<file path="config.mk">
export PLATFORM = sky130hd
export DESIGN_NAME = muldiv_ctrl
export DESIGN_NICKNAME = d
export VERILOG_FILES = /design/src/rtl/muldiv_ctrl.sv
export SDC_FILE = /design/constraint.sdc
export NUM_CORES = 1
export LEC_CHECK = 0
export BUFFER_PORTS_ARGS = -buffer_cell sky130_fd_sc_hd__clkbuf_2
export CAP_MARGIN = 20
export CELL_PAD_IN_SITES_DETAIL_PLACEMENT = 1
export CELL_PAD_IN_SITES_GLOBAL_PLACEMENT = 2
export CORE_ASPECT_RATIO = 0.8
export CORE_MARGIN = 2
export CORE_UTILIZATION = 37
export CTS_CLUSTER_DIAMETER = 80
export CTS_CLUSTER_SIZE = 40
export DETAILED_ROUTE_END_ITERATION = 12
export PLACE_DENSITY = 0.93
export SYNTH_ARGS = -nofsm -noshare
export SYNTH_HDL_FRONTEND = slang
export SYNTH_SLANG_ARGS = --single-unit
</file>
<file path="constraint.sdc">
create_clock -name clk -period 6.9 [get_ports clk]
set_input_delay 1.035 -clock clk [delete_from_list [all_inputs] [get_ports clk]]
set_output_delay 1.035 -clock clk [all_outputs]
set_load 0.03 [all_outputs]
</file>
<file path="src/rtl/muldiv_ctrl.sv">
// Iterative HI/LO multiply/divide unit: 32-cycle radix-2 shift-add multiply and restoring divide.
// Optional build macro MULDIV_FAST_MUL_EN replaces the iterative multiply with a single-cycle multiplier.
module muldiv_ctrl (
  input  logic        clk,
  input  logic        rst,
  input  logic        start,
  input  logic [1:0]  op,
  input  logic [31:0] a,
  input  logic [31:0] b,
  input  logic        flush,
  input  logic        hi_we,
  input  logic        lo_we,
  input  logic [31:0] wdata,
  output logic        busy,
  output logic        stall,
  output logic        done,
  output logic [31:0] hi,
  output logic [31:0] lo,
  output logic [1:0]  state_dbg
);

  typedef enum logic [1:0] {
    IDLE = 2'd0,
    MUL  = 2'd1,
    DIV  = 2'd2,
    DONE = 2'd3
  } state_t;

  state_t      state, state_nx;
  logic [5:0]  cnt;
  logic [31:0] opnd;
  logic [63:0] acc;
  logic        op_div;
  logic        neg_q;
  logic        neg_r;
  logic [31:0] hi_r;
  logic [31:0] lo_r;

  logic        accept;
  logic        div_zero;
  logic        fast_mul;
  logic [31:0] abs_a;
  logic [31:0] abs_b;
  logic        sgn_op;
  logic [32:0] mul_sum;
  logic [32:0] div_shift;
  logic [32:0] div_diff;
  logic [63:0] acc_nx;
  logic [63:0] mul_res;
  logic [31:0] quo;
  logic [31:0] rem;
  logic [31:0] res_hi;
  logic [31:0] res_lo;

  // Handshake: an operation is accepted in the IDLE cycle where start=1 and flush=0;
  // done pulses exactly once per accepted operation unless flush or rst abandons it.
  assign accept   = (state == IDLE) && start && !flush;
  assign sgn_op   = !op[0];
  assign div_zero = op[1] && (b == 32'd0);
  assign abs_a    = (sgn_op && a[31]) ? (32'd0 - a) : a;
  assign abs_b    = (sgn_op && b[31]) ? (32'd0 - b) : b;

`ifdef MULDIV_FAST_MUL_EN
  logic [63:0] fast_prod;
  logic [63:0] sext_a;
  logic [63:0] sext_b;
  assign fast_mul = !op[1];
  assign sext_a   = {{32{sgn_op & a[31]}}, a};
  assign sext_b   = {{32{sgn_op & b[31]}}, b};
  assign fast_prod = sext_a * sext_b;
`else
  assign fast_mul = 1'b0;
`endif

  // acc holds {partial product} for multiply and {remainder, quotient} for divide
  assign mul_sum   = {1'b0, acc[63:32]} + (acc[0] ? {1'b0, opnd} : 33'd0);
  assign div_shift = acc[63:31];
  assign div_diff  = div_shift - {1'b0, opnd};

  always_comb begin
    acc_nx = acc;
    if (state == MUL) begin
      acc_nx = {mul_sum, acc[31:1]};
    end else if (state == DIV) begin
      if (!div_diff[32]) acc_nx = {div_diff[31:0], acc[30:0], 1'b1};
      else               acc_nx = {div_shift[31:0], acc[30:0], 1'b0};
    end
  end

  assign mul_res = neg_q ? (64'd0 - acc) : acc;
  assign quo     = neg_q ? (32'd0 - acc[31:0]) : acc[31:0];
  assign rem     = neg_r ? (32'd0 - acc[63:32]) : acc[63:32];
  assign res_hi  = op_div ? rem : mul_res[63:32];
  assign res_lo  = op_div ? quo : mul_res[31:0];

  always_comb begin
    state_nx = state;
    case (state)
      IDLE: begin
        if (accept) begin
          if (op[1])         state_nx = div_zero ? DONE : DIV;
          else if (fast_mul) state_nx = DONE;
          else               state_nx = MUL;
        end
      end
      MUL, DIV: begin
        if (flush)               state_nx = IDLE;
        else if (cnt == 6'd31)   state_nx = DONE;
      end
      DONE:    state_nx = IDLE;
      default: state_nx = IDLE;
    endcase
  end

  always_ff @(posedge clk) begin
    if (rst) begin
      state  <= IDLE;
      cnt    <= 6'd0;
      opnd   <= 32'd0;
      acc    <= 64'd0;
      op_div <= 1'b0;
      neg_q  <= 1'b0;
      neg_r  <= 1'b0;
      hi_r   <= 32'd0;
      lo_r   <= 32'd0;
    end else begin
      state <= state_nx;
      case (state)
        IDLE: begin
          if (accept) begin
            op_div <= op[1];
            cnt    <= 6'd0;
            if (op[1]) begin
              opnd  <= abs_b;
              // divide by zero bypasses iteration: remainder slot carries a, quotient all ones
              acc   <= div_zero ? {a, 32'hFFFF_FFFF} : {32'd0, abs_a};
              neg_q <= !div_zero && sgn_op && (a[31] ^ b[31]);
              neg_r <= !div_zero && sgn_op && a[31];
            end else begin
`ifdef MULDIV_FAST_MUL_EN
              acc   <= fast_prod;
              neg_q <= 1'b0;
`else
              opnd  <= abs_a;
              acc   <= {32'd0, abs_b};
              neg_q <= sgn_op && (a[31] ^ b[31]);
`endif
              neg_r <= 1'b0;
            end
          end else begin
            if (hi_we) hi_r <= wdata;
            if (lo_we) lo_r <= wdata;
          end
        end
        MUL, DIV: begin
          if (!flush) begin
            acc <= acc_nx;
            cnt <= cnt + 6'd1;
          end
        end
        DONE: begin
          if (!flush) begin
            hi_r <= res_hi;
            lo_r <= res_lo;
          end
        end
        default: ;
      endcase
    end
  end

  assign busy      = (state == MUL) || (state == DIV);
  assign stall     = accept || busy;
  assign done      = (state == DONE) && !flush && !rst;
  assign hi        = hi_r;
  assign lo        = lo_r;
  assign state_dbg = state;

endmodule

</file>
==> results.md, run 1 <==
- Critical-path cell list: ha_1, and2_1, and3_1, a2111oi_0, o31ai_1, a31o_2, xnor2_2, nor2_1, a211o_1, a2111oi_2
- Max-slew violations: 0
- Initial Utilization: 37.37%
- Worst-case reg-to-reg path depth: 10
- Levels on crit path: 10
- Req. time, crit path: 7.28 ns
- Clk pwr share: 11.7%
- RR Startpoint: acc[54]$_SDFFE_PP0P_
- Port bufs: 172
- Clk_skew: 0.01158 ns
- Vias in the first global route: 16200
- Cells after Synth: 2073
- Kind of cell adding the most delay to the critical path: compound AO/OA/AOI/OAI gates
- Final setup vio count: 0
- Hold Startpoint: opnd[2]$_SDFFE_PP0P_
- Max VDD drop: 0.3790 mV
- Largest net degree at the start of global routing: 93
- Post-layout instance area: 0.01696 mm²
- Outcome: completed
- Overall Global Routing Usage: 31.01%
- Die X-Extent: 230.0 µm
- Biggest cell delay along the critical path: 0.75 ns
- Syn Std Cell Area: 0.01512 mm²
- Post-route ant nets: 0
- Sequential area share after synthesis: 22.64%
- Reg clk slew, reported paths: 0.08 ns
- Slew margin rel.: 32.40%
- Die height: 184.8 µm
- Setup TNS Final: 0 ns
- Final cell utilization of the core: 41.91%
- Final hold slack: 0.4587 ns
- Post-synth EDFFs: 0
- Final wirelength: 67.20 mm
- Area delta synth->final: 12.15%
- Worst Setup End Kind: flop
- Post-CTS Hold Buffers: 0
- Initial antenna violation count: 1
- Number of I/O pins: 173
- Drt pass-1 iters: 5
- Fraction of layout cells with a size suffix above 1: 14.22%
- First-pass GRT wire length: 100.4 mm
- Most frequent cells in the layout: 289 x nor2_1, 235 x a21oi_1, 186 x nand2_1
- Buf+Inv Stages, Crit Path: 0
- Highest achievable clock rate: 230.5 MHz
- Clock sinks: 171
- Die footprint: 0.04251 mm²
- Drt initial violations: 1666
- Syn Nets: 2252
- Via density: 6.121
- Setup Fix Bufs, Post-CTS: 0
- GP Congestion: 0.9473
- Place WS: 2.520 ns
- CP Max Fanout: 14
- Slowest stage cell, crit path: dfxtp_1
- DR WL/cell: 24.80 µm
- CTS tree: built
- Final period util: 62.88%
- Post-route setup slack: 2.561 ns
- # DRC: 0
- Hold WC Path Type: flop to flop
- Pwr Density: 524.4 mW/mm²
- Async SR Flop Fraction: 0%
- Netlist cell types: 90
- Worst EP arrival: 4.72 ns
- CTS Buf Count: 17
- Power share of the sequential group: 19.7%
- Hold Vio Cnt, Final: 0
- Final min period: 4.339 ns
- Vias: 16590
- Setup Crit Path Kind: flop to flop
- Global route overflow: 0
- Commonest non-fill, non-tap cell in the layout: nor2_1
- DP Area: 0.01636 mm²
- Comb power frac: 68.6%
- Int Pwr: 3.935 mW
- Number of cell rows: 66
- N_diodes: 0
- Leak: 6.786 nW
- Worst Setup SP: acc[54]$_SDFFE_PP0P_
- Seq cells post-synth: 171
- H-tree depth: 4
- Switching part of the total: 55.75%
- YS warnings: 0
- Clk_lat worst skew: 0.48 ns
- CTS max path bufs: 2
- Worst hold path depth: 2
- Clock root buffer: clkbuf_16
- Post-CTS resize count: 0
- Nets@finish: 2332
- RSZ-0062 raised after global routing: false
- Net Sw Power: 4.957 mW
- Post-Syn Area per Cell: 7.295 µm²
- Post-DP HPWL: 52.67 mm
- Crit start category: flop
- Measured slew at the worst slew-check pin: 1.014 ns
- Core Region: 0.04046 mm²
- Synth Flop Type: dfxtp_1
- Max-cap violations: 0
[synthesized netlist by cell type, types with 8 or more instances]
cell       instances  area (µm²)
a31oi_1           28       175.2
mux2_2            23       259.0
o21ai_0           90       450.4
buf_2             17       85.08
dfxtp_1          171        3423
a221oi_1          17       148.9
and3_1             9       56.30
a21oi_1          237        1186
nor4_1            16       100.1
nand4_1           10       62.56
a21o_1            28       210.2
and2_1             9       56.30
o21ai_1           17       85.08
or3_1             20       125.1
nor2_1           291        1092
inv_1             57       214.0
nor2b_1           13       81.33
o211ai_1          39       292.8
o2bb2ai_1         10       87.58
nand3_1           24       120.1
nand2b_1          22       137.6
a311oi_1           9       78.83
clkbuf_1         104       390.4
nor3_1            54       270.3
a211oi_1          98       735.7
ha_1              73       913.4
xor2_1           102       893.4
o31ai_1           18       135.1
xnor2_1           70       613.1
nand2_1          186       698.2
o21a_1            11       82.58
a211o_1            9       78.83
buf_1             14       52.55
or4_1              8       60.06
mux2i_1           41       410.4
o41ai_1           11       96.34
[sequential cells by signal (all words and copies together) (netlist names)]
name       cells
opnd          32
op_div         1
lo            32
state_dbg      2
hi            32
acc           64
neg_r          1
cnt            6
neg_q          1
[final timing paths]
| kind | end | slack, ns |
|---|---|---|
| min | opnd[2]$_SDFFE_PP0P_ | 0.46 |
| max reg2reg | acc[63]$_SDFFE_PP0P_ | 2.56 |
| max | acc[63]$_SDFFE_PP0P_ | 2.56 |
| min reg2reg | opnd[2]$_SDFFE_PP0P_ | 0.46 |
[power groups by stage]
stage | Clock (mW) | Combinational, mW | Sequential, mW
floorplan | 0 | 4.12 | 1.67
global placement | 0 | 5.76 | 1.74
detailed placement | 0 | 5.88 | 1.76
CTS | 1.05 | 5.93 | 1.73
global route | 1.09 | 6.53 | 1.78
finish | 1.04 | 6.10 | 1.75
[worst reg2reg max path, cell delays in order, from the launching register on]
cell and delay, ns:
dfxtp_1 0.75, ha_1 0.42, and2_1 0.21, and3_1 0.24, a2111oi_0 0.69, o31ai_1 0.17, a31o_2 0.29, xnor2_2 0.62
nor2_1 0.21, a211o_1 0.33, a2111oi_2 0.34
[metrics by stage]
stage               power (mW)  std cells
detailed placement       7.631       2678
global placement         7.494       2678
floorplan                5.792       2073
global route             9.396       2710
finish                   8.893       2710
CTS                      8.706       2710
[final cells by class]
cell class / instances / area, µm²
Fill cell: 5119 / 23510
Multi-Input combinational cell: 1704 / 10960
Sequential cell: 171 / 3423
Timing Repair Buffer: 200 / 1077
Tap cell: 544 / 680.7
Clock buffer: 18 / 439.2
Inverter: 59 / 221.5
Clock inverter: 14 / 158.9
[logic make-up after synthesis]
kind of cell,Yosys count,synth area share (%)
xor+xnor,174,10.18
flops,171,22.64
mux,69,4.799
buf+inv,198,5.179
simple gates,708,21.82
compound gates,678,29.08
fa+ha+maj,75,6.305
[metal layers]
layer / up-vias / track usage (%) / wire length, µm
met5: - / 0 / 0
met4: 0 / 10.99 / 2166
met3: 119 / 8.482 / 6595
met2: 735 / 44.94 / 27670
met1: 8052 / 43.76 / 30770
li1: 7681 / - / -
No activity file was read; power rests on OpenSTA's default activity.
==> inputs of run 2 (changes only) <==
- CORE_UTILIZATION: 37 -> 31
- PLACE_DENSITY: 0.93 -> 0.84
- clock period: 6.9 -> 3.8 ns (I/O delays scaled with it)
==> run 2 against run 1 <==
Final area increased by 4.2%. First-iteration DRC count decreased by 11%. Routed wire length increased by 3.6%. Sequential power increased by 69%. Largest cell class unchanged. Highest routed layer unchanged. Global-route usage decreased by 4.0 points.
==> results.md, run 2 (synthesis gave the netlist of run 1 again) <==
- Initial antenna violation count: 1 (unchanged)
- Overall Global Routing Usage: 26.98% (was 31.01%)
- Worst Setup End Kind: flop (unchanged)
- Most frequent cells in the layout: 289 x nor2_1, 235 x a21oi_1, 186 x nand2_1 (unchanged)
- DR WL/cell: 24.36 µm (was 24.80 µm)
- Worst-case reg-to-reg path depth: 12 (was 10)
- Initial Utilization: 31.32% (was 37.37%)
- H-tree depth: 4 (unchanged)
- Post-DP HPWL: 55.23 mm (was 52.67 mm)
- Die height: 201.5 µm (was 184.8 µm)
- Worst EP arrival: 3.98 ns (was 4.72 ns)
- Clock root buffer: clkbuf_16 (unchanged)
- Final period util: 96.27% (was 62.88%)
- Final wirelength: 69.61 mm (was 67.20 mm)
- Hold WC Path Type: input pin to flop (was flop to flop)
- Die footprint: 0.05057 mm² (was 0.04251 mm²)
- Setup Crit Path Kind: flop to flop (unchanged)
- Max VDD drop: 0.5701 mV (was 0.3790 mV)
- CTS tree: built (unchanged)
- RR Startpoint: acc[35]$_SDFFE_PP0P_ (was acc[54]$_SDFFE_PP0P_)
- CP Max Fanout: 16 (was 14)
- Post-CTS resize count: 0 (unchanged)
- Setup TNS Final: 0 ns (unchanged)
- Slew margin rel.: 32.73% (was 32.40%)
- CTS max path bufs: 2 (unchanged)
- GRT busiest layer: met2 (unchanged)
- Crit start category: flop (unchanged)
- Outcome: completed (unchanged)
- Fraction of layout cells with a size suffix above 1: 16.87% (was 14.22%)
- RSZ-0062 raised after global routing: false (unchanged)
- Hold Vio Cnt, Final: 0 (unchanged)
- Via density: 5.876 (was 6.121)
- GP Congestion: 0.9631 (was 0.9473)
- Reg clk slew, reported paths: 0.08 ns (about the same)
- Post-CTS Hold Buffers: 0 (unchanged)
- Clock sinks: 171 (unchanged)
- # DRC: 0 (unchanged)
- Highest achievable clock rate: 273.4 MHz (was 230.5 MHz)
- Final min period: 3.658 ns (was 4.339 ns)
- Met2 global-route usage: 39.81% (was 44.94%)
- Setup Fix Bufs, Post-CTS: 0 (unchanged)
- CTS Buf Count: 17 (unchanged)
- Req. time, crit path: 4.12 ns (was 7.28 ns)
- Hold Startpoint: wdata[1] (was opnd[2]$_SDFFE_PP0P_)
- Final Power: 17.13 mW (was 8.893 mW)
- Internal reg-to-reg setup slack: 0.14 ns (was 2.56 ns)
- Drt pass-1 iters: 5 (unchanged)
- Global route overflow: 0 (unchanged)
- WHS Endpoint: hi[1]$_SDFFE_PP0P_ (was opnd[2]$_SDFFE_PP0P_)
- Measured slew at the worst slew-check pin: 1.005 ns (was 1.014 ns)
- Nets@finish: 2395 (was 2332)
- Max-slew violations: 0 (unchanged)
- Met3 usage: 7.257% (was 8.482%)
- DP Area: 0.01699 mm² (was 0.01636 mm²)
- Area delta synth->final: 16.84% (was 12.15%)
- Core Region: 0.04829 mm² (was 0.04046 mm²)
- First-pass GRT wire length: 103.8 mm (was 100.4 mm)
- N_diodes: 0 (unchanged)
- Drt initial violations: 1477 (was 1666)
- Place WS: 0.07348 ns (was 2.520 ns)
- Largest net degree at the start of global routing: 100 (was 93)
- Filler cell count in the final layout: 5997 (was 5119)
- Vias: 16800 (was 16590)
- Max-cap violations: 0 (unchanged)
- Reg2Reg Capture Point: acc[37]$_SDFFE_PP0P_ (was acc[63]$_SDFFE_PP0P_)
- Post-route ant nets: 0 (unchanged)
- Post-layout instance area: 0.01767 mm² (was 0.01696 mm²)
- Worst hold path depth: 3 (was 2)
- Number of I/O pins: 173 (unchanged)
- Final hold slack: 0.4385 ns (was 0.4587 ns)
- Leak: 7.156 nW (was 6.786 nW)
- Number of cell rows: 72 (was 66)
- Final setup vio count: 0 (unchanged)
- Die X-Extent: 250.9 µm (was 230.0 µm)
- Pwr Density: 969.7 mW/mm² (was 524.4 mW/mm²)
- Met1 Use GR: 38.06% (was 43.76%)
- Clk_lat worst skew: 0.47 ns (was 0.48 ns)
- Port bufs: 172 (unchanged)
- Commonest non-fill, non-tap cell in the layout: nor2_1 (unchanged)
- Clk_skew: 0.01427 ns (was 0.01158 ns)
- Max reg flops: 64 (unchanged)
- Top reg by flops: acc (unchanged)
- Post-route setup slack: 0.1417 ns (was 2.561 ns)
- Vias in the first global route: 16610 (was 16200)
[run 2: power breakdown]
group | total (mW) | leakage (nW) | switching [mW] | internal, mW
sequential | 2.95 | 1.40 | 0.667 | 2.28
combinational | 12.2 | 5.44 | 7.75 | 4.45
clock | 1.98 | 0.309 | 0.914 | 1.07
total | 17.1 | 7.16 | 9.33 | 7.80
[run 2: layout make-up]
class / count / area, µm² / share of cell area [%]
timing repair buffer: 263 / 1592 / 9.008
multi-input combinational: 1704 / 11010 / 62.33
tap: 629 / 787.0 / 4.454
clock buffer: 17 / 425.4 / 2.408
inverter: 59 / 221.5 / 1.253
sequential: 171 / 3423 / 19.38
clock inverter: 15 / 207.7 / 1.176
[run 2: worst max path at each step]
stage | startpoint | endpoint | slack [ns] | cells after the start
6_report | acc[35]$_SDFFE_PP0P_ | acc[37]$_SDFFE_PP0P_ | 0.14 | 12
4_1_cts | acc[0]$_SDFFE_PP0P_ | acc[63]$_SDFFE_PP0P_ | 0.14 | 14
3_3_place_gp | acc[35]$_SDFFE_PP0P_ | acc[63]$_SDFFE_PP0P_ | 0.24 | 12
3_5_place_dp | b[0] | acc[17]$_SDFFE_PP0P_ | 0.07 | 13
2_1_floorplan | acc[0]$_SDFFE_PP0P_ | acc[55]$_SDFFE_PP0P_ | 0.58 | 13
5_1_grt | acc[0]$_SDFFE_PP0P_ | acc[61]$_SDFFE_PP0P_ | 0.008 | 15
[run 2: critical path: stages, from the launching register on]
cell and delay [ns]:
dfxtp_1 0.58, ha_1 0.37, o211ai_1 0.12, a21oi_1 0.08
o32a_2 0.44, a31oi_4 0.35, o21ai_2 0.13, a31o_2 0.33
xor2_4 0.20, buf_12 0.19, mux2_2 0.36, a221oi_1 0.26
nor3_1 0.08
[run 2: per-layer routing]
metal	vias up	wire length, µm
met5	-	0
met4	0	2020
met3	85	6459
met2	633	29300
met1	8276	31830
li1	7801	-
[run 2: metrics by stage]
step	cells	util, %
floorplan	2073	-
global placement	2826	35.19
detailed placement	2826	35.19
CTS	2858	36.50
global route	2858	36.59
finish	2858	36.59
==> inputs of run 3 (changes only) <==
- CORE_UTILIZATION: 31 -> 35
- PLACE_DENSITY: 0.84 -> 0.89
- clock period: 3.8 -> 4.2 ns (I/O delays scaled with it)
==> run 3 against run 2 <==
Critical path depth rose by 2. Critical path type unchanged. Count of clock-buffer cells in the layout is 1 higher. Combinational power fell by 14%. Via count decreased by 0.20%. Die area shrank 11%. Clock skew rose by 0.00057 ns. Total power fell by 13%. Register-to-register slack better by 0.20 ns. Utilization increased by 3.6 points. Clock power shrank 19%. Non-clock buffer count decreased by 31. First-iteration DRC count grew 14%.
==> results.md, run 3 (synthesis gave the netlist of run 1 again) <==
- Post-route ant nets: 0 (unchanged)
- Top reg by flops: acc (unchanged)
- Multi-input gate area: 0.01096 mm² (was 0.01101 mm²)
- Kind of cell adding the most delay to the critical path: compound AO/OA/AOI/OAI gates (unchanged)
- Die X-Extent: 236.4 µm (was 250.9 µm)
- CTS Buf Count: 17 (unchanged)
- Highest achievable clock rate: 258.9 MHz (was 273.4 MHz)
- Critical-path cell list: inv_1, ha_1, fa_1, nand2b_1, a21oi_1, o32a_2, a31oi_4, o21ai_2, a31o_2, xor2_2, buf_12, nor3_1, a211o_1, a2111oi_2 (was ha_1, o211ai_1, a21oi_1, o32a_2, a31oi_4, o21ai_2, a31o_2, xor2_4, buf_12, mux2_2, a221oi_1, nor3_1)
- Post-CTS resize count: 0 (unchanged)
- Met2 global-route usage: 45.25% (was 39.81%)
- Clock sinks: 171 (unchanged)
- Die footprint: 0.04490 mm² (was 0.05057 mm²)
- Final wirelength: 68.00 mm (was 69.61 mm)
- Die height: 189.9 µm (was 201.5 µm)
- Final period util: 91.98% (was 96.27%)
- Max reg flops: 64 (unchanged)
- Max-slew violations: 0 (unchanged)
- Largest net degree at the start of global routing: 109 (was 100)
- RSZ-0062 raised after global routing: false (unchanged)
- Measured slew at the worst slew-check pin: 0.9275 ns (was 1.005 ns)
- Final setup vio count: 0 (unchanged)
- Hold WC Path Type: flop to flop (was input pin to flop)
- Post-CTS Hold Buffers: 0 (unchanged)
- Via density: 6.077 (was 5.876)
- Max VDD drop: 0.6234 mV (was 0.5701 mV)
- Filler cell count in the final layout: 5453 (was 5997)
- Worst-case reg-to-reg path depth: 14 (was 12)
- Commonest non-fill, non-tap cell in the layout: nor2_1 (unchanged)
- Fraction of layout cells with a size suffix above 1: 15.42% (was 16.87%)
- Overall Global Routing Usage: 29.79% (was 26.98%)
- Worst hold path depth: 2 (was 3)
- Crit start category: flop (unchanged)
- Max-cap violations: 0 (unchanged)
- Clk_skew: 0.01484 ns (was 0.01427 ns)
- Number of I/O pins: 173 (unchanged)
- Req. time, crit path: 4.57 ns (was 4.12 ns)
- First-pass GRT wire length: 101.7 mm (was 103.8 mm)
- Reg clk slew, reported paths: 0.08 ns (about the same)
- Buf+Inv Stages, Crit Path: 2 (was 1)
- Clock root buffer: clkbuf_16 (unchanged)
- Leak: 6.954 nW (was 7.156 nW)
- Most frequent cells in the layout: 289 x nor2_1, 235 x a21oi_1, 186 x nand2_1 (unchanged)
- Worst EP arrival: 4.23 ns (was 3.98 ns)
- GP Congestion: 0.9647 (was 0.9631)
- CTS max path bufs: 2 (unchanged)
- Drt initial violations: 1677 (was 1477)
- Worst Setup End Kind: flop (unchanged)
- GRT busiest layer: met2 (unchanged)
- Non-filler instance count after layout: 2758 (was 2858)
- CTS tree: built (unchanged)
- Pwr Density: 861.0 mW/mm² (was 969.7 mW/mm²)
- Clk_lat worst skew: 0.48 ns (was 0.47 ns)
- Vias in the first global route: 16220 (was 16610)
- Global route overflow: 0 (unchanged)
- Biggest cell delay along the critical path: 0.47 ns (was 0.58 ns)
- Number of cell rows: 68 (was 72)
- Core Region: 0.04288 mm² (was 0.04829 mm²)
- Hold Vio Cnt, Final: 0 (unchanged)
- Placed cells: 2725 (was 2826)
- Slowest stage cell, crit path: dfxtp_1 (unchanged)
- Initial antenna violation count: 0 (was 1)
- Outcome: completed (unchanged)
- Met1 Use GR: 43.13% (was 38.06%)
- Area delta synth->final: 13.88% (was 16.84%)
- Setup TNS Final: 0 ns (unchanged)
- Drt pass-1 iters: 5 (unchanged)
- CP Max Fanout: 33 (was 16)
- Met3 usage: 5.456% (was 7.257%)
- Register area: 0.003423 mm² (unchanged)
- DR WL/cell: 24.66 µm (was 24.36 µm)
- Initial Utilization: 35.26% (was 31.32%)
- Setup Fix Bufs, Post-CTS: 0 (unchanged)
- Vias: 16760 (was 16800)
- Port bufs: 172 (unchanged)
- Slew margin rel.: 38.17% (was 32.73%)
- N_diodes: 0 (unchanged)
- # DRC: 0 (unchanged)
- Levels on crit path: 14 (was 12)
- Nets@finish: 2364 (was 2395)
- Setup Crit Path Kind: flop to flop (unchanged)
- Final min period: 3.863 ns (was 3.658 ns)
- Post-DP HPWL: 54.28 mm (was 55.23 mm)
- H-tree depth: 4 (unchanged)
run 3: changes by cell type in the layout (fill, tap and decap cells not counted), sizes merged:
cell    delta
bufinv     -3
clkinv     +1
clkbuf     +1
buf       -31
inv        +1
run 3: layout make-up:
class | count | share of cell area (%)
clock inverters | 14 | 0.7556
well taps | 560 | 4.069
flip-flops and latches | 171 | 19.88
clock buffers | 18 | 2.492
repair buffers | 232 | 7.883
multi-input cells | 1704 | 63.63
inverters | 59 | 1.286
run 3: final timing paths:
check	startpoint	slack [ns]	endpoint
hold reg to reg	opnd[18]$_SDFFE_PP0P_	0.45	opnd[18]$_SDFFE_PP0P_
setup / recovery	acc[31]$_SDFFE_PP0P_	0.34	acc[63]$_SDFFE_PP0P_
hold / removal	opnd[18]$_SDFFE_PP0P_	0.45	opnd[18]$_SDFFE_PP0P_
setup reg to reg	acc[31]$_SDFFE_PP0P_	0.34	acc[63]$_SDFFE_PP0P_
run 3: per-layer routing:
layer | routed length, µm | up-vias
met5 | 0 | -
met4 | 1542 | 0
met3 | 5780 | 78
met2 | 29090 | 663
met1 | 31590 | 8273
li1 | - | 7747
run 3: per-stage QoR:
step	worst slack (ns)	hold slack (ns)	area, µm²	power [mW]	util (%)
2_1_floorplan	0.9777	0.4319	15120	9.515	-
3_3_place_gp	0.4647	0.4422	16630	12.70	38.78
3_5_place_dp	0.4200	0.4467	16650	12.92	38.82
4_1_cts	0.3841	0.4545	17210	14.60	40.12
5_1_grt	0.02073	0.4790	17220	15.75	40.16
6_report	0.3370	0.4539	17220	14.83	40.16
run 3: worst register-to-register path, delay by kind of cell, from the launching register on:
kind	cells	cell delay, ns
and+or+nand+nor	2	0.27
xor gates and xnor gates	1	0.20
AOI/OAI and AO/OA	7	1.85
adders and majority gates	2	0.61
buffers and inverters	2	0.36
DFF	1	0.47
run 3: power by group:
| part | leakage, nW | switching (mW) | internal (mW) | total [mW] |
|---|---|---|---|---|
| registers | 1.40 | 0.644 | 2.07 | 2.71 |
| clock network | 0.273 | 0.820 | 0.782 | 1.60 |
| logic | 5.28 | 6.76 | 3.76 | 10.5 |
